==> src/rtl/count_disp_ctrl.sv <==
// count_disp_ctrl
//   Sits behind a 4-bit up/down counter. Samples the counter value and its
//   direction select every clock and extends the count to 8 bits by tracking
//   wraps in a 4-bit wrap count ({wrap_cnt, count}). It flags illegal steps
//   (sticky until reset) and direction reversals, and drives a two-digit
//   time-multiplexed hex 7-segment display: digit 0 = count, digit 1 = wrap
//   count.
//
// Ports
//   clk        in   system clock, rising edge
//   rst        in   synchronous active-high reset
//   cnt_in     in   [3:0] counter value from upstream
//   dir_in     in   direction fed to the counter (1 = up, 0 = down)
//   seg_out    out  [6:0] segments {g,f,e,d,c,b,a}, polarity per SEG_ACTIVE_LOW
//   dig_en     out  [1:0] digit enables, bit0 = count, bit1 = wrap count
//   wrap_pulse out  one-cycle pulse on an up- or down-wrap
//   wrap_cnt   out  [3:0] wrap count (upper nibble of the 8-bit value)
//   dir_change out  one-cycle pulse when dir_in toggles
//   step_err   out  sticky illegal-step flag
module count_disp_ctrl #(
  parameter int REFRESH_DIV    = 1024,
  parameter bit SEG_ACTIVE_LOW = 1'b1
) (
  input  logic       clk,
  input  logic       rst,
  input  logic [3:0] cnt_in,
  input  logic       dir_in,
  output logic [6:0] seg_out,
  output logic [1:0] dig_en,
  output logic       wrap_pulse,
  output logic [3:0] wrap_cnt,
  output logic       dir_change,
  output logic       step_err
);

  localparam int RW = (REFRESH_DIV > 2) ? $clog2(REFRESH_DIV) : 1;
  localparam logic [RW-1:0] REF_LAST = RW'(REFRESH_DIV - 1);
  localparam logic [6:0] SEG_OFF = SEG_ACTIVE_LOW ? 7'h7F : 7'h00;
  localparam logic [1:0] DIG_OFF = SEG_ACTIVE_LOW ? 2'b11 : 2'b00;

  function automatic logic [6:0] hex7(input logic [3:0] v);
    logic [6:0] s;
    case (v)
      4'h0: s = 7'h3F;  4'h1: s = 7'h06;  4'h2: s = 7'h5B;  4'h3: s = 7'h4F;
      4'h4: s = 7'h66;  4'h5: s = 7'h6D;  4'h6: s = 7'h7D;  4'h7: s = 7'h07;
      4'h8: s = 7'h7F;  4'h9: s = 7'h6F;  4'hA: s = 7'h77;  4'hB: s = 7'h7C;
      4'hC: s = 7'h39;  4'hD: s = 7'h5E;  4'hE: s = 7'h79;  default: s = 7'h71;
    endcase
    return s;
  endfunction

  logic [3:0]    cnt_q, cnt_d;
  logic          dir_q, dir_d;
  logic          valid_q, valid_d;
  logic [3:0]    wrap_cnt_q, wrap_cnt_d;
  logic          wrap_pulse_q, wrap_pulse_d;
  logic          dir_change_q, dir_change_d;
  logic          step_err_q, step_err_d;
  logic [RW-1:0] refresh_q, refresh_d;
  logic          dig_sel_q, dig_sel_d;
  logic [6:0]    seg_q, seg_d;
  logic [1:0]    dig_en_q, dig_en_d;

  logic [3:0] cnt_inc, cnt_dec, digit;
  logic       up_wrap, down_wrap, legal;
  logic [6:0] seg_hi;
  logic [1:0] dig_hi;

  always_comb begin
    cnt_d        = cnt_in;
    dir_d        = dir_in;
    valid_d      = 1'b1;
    wrap_cnt_d   = wrap_cnt_q;
    wrap_pulse_d = 1'b0;
    dir_change_d = 1'b0;
    step_err_d   = step_err_q;

    cnt_inc   = cnt_q + 4'd1;
    cnt_dec   = cnt_q - 4'd1;
    // Wraps are classified purely by value pair; dir_in plays no part.
    up_wrap   = (cnt_q == 4'hF) && (cnt_in == 4'h0);
    down_wrap = (cnt_q == 4'h0) && (cnt_in == 4'hF);
    legal     = (cnt_in == cnt_q) || (cnt_in == cnt_inc) || (cnt_in == cnt_dec);

    // The first sample after reset has no valid predecessor to compare with.
    if (valid_q) begin
      if (up_wrap) begin
        wrap_pulse_d = 1'b1;
        wrap_cnt_d   = wrap_cnt_q + 4'd1;
      end else if (down_wrap) begin
        wrap_pulse_d = 1'b1;
        wrap_cnt_d   = wrap_cnt_q - 4'd1;
      end
      if (!legal) step_err_d = 1'b1;
      dir_change_d = (dir_in != dir_q);
    end

    // Refresh divider: each digit stays lit for REFRESH_DIV cycles.
    if (refresh_q == REF_LAST) begin
      refresh_d = '0;
      dig_sel_d = ~dig_sel_q;
    end else begin
      refresh_d = refresh_q + RW'(1);
      dig_sel_d = dig_sel_q;
    end

    digit    = dig_sel_q ? wrap_cnt_q : cnt_q;
    seg_hi   = hex7(digit);
    dig_hi   = dig_sel_q ? 2'b10 : 2'b01;
    seg_d    = SEG_ACTIVE_LOW ? ~seg_hi : seg_hi;
    dig_en_d = SEG_ACTIVE_LOW ? ~dig_hi : dig_hi;
  end

  always_ff @(posedge clk) begin
    if (rst) begin
      cnt_q        <= '0;
      dir_q        <= 1'b0;
      valid_q      <= 1'b0;
      wrap_cnt_q   <= '0;
      wrap_pulse_q <= 1'b0;
      dir_change_q <= 1'b0;
      step_err_q   <= 1'b0;
      refresh_q    <= '0;
      dig_sel_q    <= 1'b0;
      seg_q        <= SEG_OFF;
      dig_en_q     <= DIG_OFF;
    end else begin
      cnt_q        <= cnt_d;
      dir_q        <= dir_d;
      valid_q      <= valid_d;
      wrap_cnt_q   <= wrap_cnt_d;
      wrap_pulse_q <= wrap_pulse_d;
      dir_change_q <= dir_change_d;
      step_err_q   <= step_err_d;
      refresh_q    <= refresh_d;
      dig_sel_q    <= dig_sel_d;
      seg_q        <= seg_d;
      dig_en_q     <= dig_en_d;
    end
  end

  assign seg_out    = seg_q;
  assign dig_en     = dig_en_q;
  assign wrap_pulse = wrap_pulse_q;
  assign wrap_cnt   = wrap_cnt_q;
  assign dir_change = dir_change_q;
  assign step_err   = step_err_q;

endmodule

==> config.mk <==
export PLATFORM = sky130hd
export DESIGN_NAME = count_disp_ctrl
export DESIGN_NICKNAME = d
export VERILOG_FILES = /design/src/rtl/count_disp_ctrl.sv
export SDC_FILE = /design/constraint.sdc
export NUM_CORES = 1
export LEC_CHECK = 0
export BUFFER_PORTS_ARGS = -buffer_cell sky130_fd_sc_hd__clkbuf_2
export CELL_PAD_IN_SITES_DETAIL_PLACEMENT = 0
export CELL_PAD_IN_SITES_GLOBAL_PLACEMENT = 1
export CORE_ASPECT_RATIO = 1.4
export CORE_MARGIN = 3
export CORE_UTILIZATION = 39
export DETAILED_ROUTE_END_ITERATION = 8
export PLACE_DENSITY_LB_ADDON = 0.1
export SLEW_MARGIN = 20
export SYNTH_ARGS = -nofsm -noshare
export SYNTH_HDL_FRONTEND = slang
export SYNTH_SLANG_ARGS = --single-unit
==> constraint.sdc <==
create_clock -name clk -period 2.29 [get_ports clk]
set_clock_uncertainty 0.05 [all_clocks]
set_input_delay 0.3435 -clock clk [delete_from_list [all_inputs] [get_ports clk]]
set_output_delay 0.3435 -clock clk [all_outputs]
set_load 0.02 [all_outputs]
# Yosys cells after proc, flatten, opt, wreduce, memory -nomap -nowiden
# Memories as Yosys holds them, arrays and structs flattened.
# Cells that the tools add are included.
# word_totals
reg_bits	33
romBits	112
input_bits	7
out_inout_bits	16
mem_count	1
# memory_table
memory	depth	width	read_ports	rd_clocked_by_memory_dff	write_ports	line	text
(name not given)	16	7	1	0	0	43	case (v)
# op_classes
add_sub_neg	5
n_eq_ne	7
mux	7
bitwise_logic	5
n_reduce_logical	11
# op_table
cell	count
$eq 4x4->1	3
$mux 4	3
$add 10x1->10 const B	1
$eq 10x10->1 const B	1
$add 4x1->4 const B	2
$eq 4x4->1 const B	2
$logic_not 4->1	2
$sub 4x1->4 const B	2
$not 7->7	1
$reduce_and 2->1	2
$reduce_or 2->1	2
$mux 1	3
$not 1->1	3
$logic_and 1x1->1	2
$logic_or 1x1->1	2
$mux 2	1
$not 2->2	1
$reduce_bool 2->1	1
$ne 1x1->1	1

# Longest topological paths before layout
# depth
depth_word	6
depth_mapped	9
mapped_depth_nobuf	9

# Least setup slack after synthesis
# OpenSTA, ideal clock, no wires.
# synth_path
path_kind	register to register
from	register cnt_q[0]
to	register wrap_cnt_q[3] (netlist: wrap_cnt[3])
arrival_time_ns	2.042
required_ns	2.169
slack_ns	0.127
path_stages_with_launch	10
path_buffers	0
synth_period_minus_slack_ns	2.163
path_cell_list	dfxtp_1 ha_1 and4_4 inv_1 ha_1 a21o_1 a21oi_1 xnor2_1 or3_1 a21oi_1
# synth_between
elab_chain_cells	4
# synth_rtl
element	line	text
start: declaration	52	logic [3:0] cnt_q, cnt_d;
start signal: assignment	128	cnt_q <= cnt_d;
$eq 4x4->1 / $logic_not 4->1 (equally long branches)	81, 82	
$logic_and 1x1->1 (on tied branches)	81, 82	
$reduce_bool 2->1 (no line)	n/a	
$reduce_and 2->1 (no line)	n/a	
end signal: assignment	131	wrap_cnt_q <= wrap_cnt_d;
end: declaration	55	logic [3:0] wrap_cnt_q, wrap_cnt_d;
# Several ways; a longest one is shown, not always the timed one.
# A chain may end at the register's enable or synchronous reset.

# Worst setup path after layout
# layout_path
from	register cnt_q[1]
to	register wrap_cnt_q[3] (netlist: wrap_cnt[3])
# Same word-level chain as after synthesis.

==> results.txt <==
Status = completed
Reg2reg setup slack = 150 ps
Mux share of post-synthesis cell area = 0.0669
R2r worst-path depth = 9
Relative slew slack = 0.678
Worst-Margin Slew = 480 ps
DRT Wirelength = 3220 um
Hold buffer count at CTS = 0
PwrDens = 629 nW/um2
Fmax = 467 MHz
First DRT Iteration DRCs = 45
Io pins = 23
Arr. time, crit path = 2310 ps
Netlist Area Pre-Place = 1610 um2
Die Y = 82.0 um
P_int = 0.000883 W
Leading area contributor after synthesis = dfxtp_1
Main synth FF type = dfxtp_1
Slew Viols, Final = 0
Seq/Total Area, Yosys = 0.411
GRT Util Overall = 0.155
Port buffer count = 22
Leakage = 0.848 nW
Residual DRC count = 0
Die outline area = 4940 um2
Post-CTS setup buffer count = 0
Number of synthesized flops with an enable pin = 0
Part of the cycle the worst path needs = 0.935
TritonCTS clock tree = done
CP Launch Type = flop
Max-Cap Viols = 0
Largest family of logic cells by synthesized area = simple AND/OR/NAND/NOR gates
Synth cell count leaders = dfxtp_1, nor2_1, xor2_1, ha_1, xnor2_1
FF-to-FF Start = cnt_q[1]$_SDFF_PP0_
Placed Cells = 239
Synth Net Count = 185
Post-synthesis xor/xnor area fraction = 0.125
GRT overflow = 0
Share of cells above drive strength 1 = 0.250
Seq cells post-synth = 33
Setup crit start = cnt_q[1]$_SDFF_PP0_
Crit-path max FO = 3
Psw = 0.000333 W
Clock network power share = 0.354
Post-synthesis simple-gate area fraction = 0.176
RSZ-0062 raised after global routing = no
Tmin final = 2140 ps
WP data required = 2460 ps
Synth Area in Compound Gates = 0.0911
Final ANT Viol Nets = 0
Final layout net count = 222
Hold Path Cell Cnt = 2
Crit end category = flop
Placer congestion estimate = 0.898
Final cell count without fillers = 247
Setup Viol. Count Final = 0
DP HPWL = 2480 um
Switching share of power = 0.274
CTS root buf = clkbuf_8
Ys Warns = 0
Cts repair resizes = 0
Vias in the first global route = 1316
Initial antenna violation count = 0
HP Class = in2reg
Syn Area/Cell = 9.69 um2
Clock Latency Late Sink = 280 ps
First-pass GRT wire length = 5710 um
Syn-to-layout area delta = 20.3%
Final hold vios = 0
Site row count = 27
Post-synth top area share = 0.411
Total Power = 0.00122 W
Sequential Power Share = 0.505
Vias/cell = 5.10
Combinational power share = 0.140
Routed wire per std cell = 13.0 um
Largest cells by area after synthesis = dfxtp_1, ha_1, xor2_1
Diodes inserted = 0
Largest net degree at the start of global routing = 20
Drt pass-1 iters = 4
# clock sinks = 33
Fill cell count = 387
Post-Synth Adder-Cell Area = 0.0981
Width of the die = 60.3 um
Via count = 1260
Crit Path Class = reg2reg
Total core area = 3950 um2
H-tree levels = 2
Inserted Clock Buffers = 5
Ys async rst share = 0
Cells after Synth = 166
CTS Buffer Depth = 2
Reg2reg end = wrap_cnt[3]$_SDFFE_PP0P_
CTS clk-pin slew, worst paths = 70 ps
Worst VDD drop = 471 uV
CP endpoint = wrap_cnt[3]$_SDFFE_PP0P_
Starting density of the core = 0.407
Synth cell types = 39
Final Util = 0.489
Top-count cell post-synth = dfxtp_1
-- cell type report --
type,instances,area [um2],area share
multi-input combinational,120,896,0.463
sequential,33,661,0.342
timing repair buffer,35,208,0.107
clock buffer,5,68.8,0.0356
tap,43,53.8,0.0278
inverter,8,30.0,0.0155
clock inverter,3,17.5,0.00906
-- power by group through the flow --
stage / logic [W] / clock network [W] / registers [W]
floorplan: 0.0000946 / 0 / 0.000646
finish: 0.000171 / 0.000431 / 0.000614
global route: 0.000194 / 0.000478 / 0.000617
detailed placement: 0.000173 / 0 / 0.000628
CTS: 0.000174 / 0.000447 / 0.000614
global placement: 0.000170 / 0 / 0.000627
-- per-stage QoR --
step	TNS (ps)	worst slack, ps	hold WS (ps)	cell area (um2)
finish	0	149	252	1930
global route	0	23.5	254	1930
CTS	0	149	249	1930
detailed placement	-17.7	-17.7	403	1850
global placement	0	21.3	396	1850
floorplan	0	127	380	1610
-- placed cells by master (no fill, tap or decap), types with 7 or more instances in the layout --
cell type / synthesis / final
nand3_1: 7 / 7
dfxtp_1: 33 / 33
ha_1: 11 / 11
xor2_1: 13 / 13
xnor2_1: 10 / 10
buf_4: 0 / 13
clkbuf_2: 0 / 22
nand2_1: 9 / 9
nor2_1: 18 / 18
-- worst min-delay path by stage --
stage | start | end | slack, ps
global placement | refresh_q[0]$_SDFF_PP0_ | refresh_q[0]$_SDFF_PP0_ | 400
CTS | dir_in | dir_q$_SDFF_PP0_ | 250
floorplan | refresh_q[0]$_SDFF_PP0_ | refresh_q[0]$_SDFF_PP0_ | 380
global route | dir_in | dir_q$_SDFF_PP0_ | 250
detailed placement | refresh_q[0]$_SDFF_PP0_ | refresh_q[0]$_SDFF_PP0_ | 400
finish | dir_in | dir_q$_SDFF_PP0_ | 250
-- layer usage --
metal,track usage,vias up,share of wire
li1,-,646,-
met1,0.169,580,0.41
met2,0.256,23,0.51
met3,0.0440,11,0.042
met4,0.0998,0,0.037
met5,0,-,0
-- state kept, by name (all words and copies together), names as in the netlist --
signal / flops
wrap_pulse: 1
wrap_cnt: 4
dig_en: 2
cnt_q: 4
refresh_q: 10
step_err: 1
valid_q: 1
dig_sel_q: 1
dir_q: 1
dir_change: 1
seg_out: 7
-- critical path: stages, from the launching register on --
cell and delay (ps):
dfxtp_1 370, ha_1 210, and4_4 230, inv_1 70, ha_1 270, a21o_1 170
a21oi_1 170, xnor2_1 90, or3_1 310, a21oi_1 140
-- cell families (layout without fill, tap and decap cells) --
kind of cell,count (synthesis),in the layout
buffers and inverters,13,51
and+or+nand+nor,55,55
AOI/OAI and AO/OA,21,21
adders and majority gates,12,12
xor gates and xnor gates,23,23
muxes,9,9
DFF,33,33
Power figures use the tool's default switching activity.
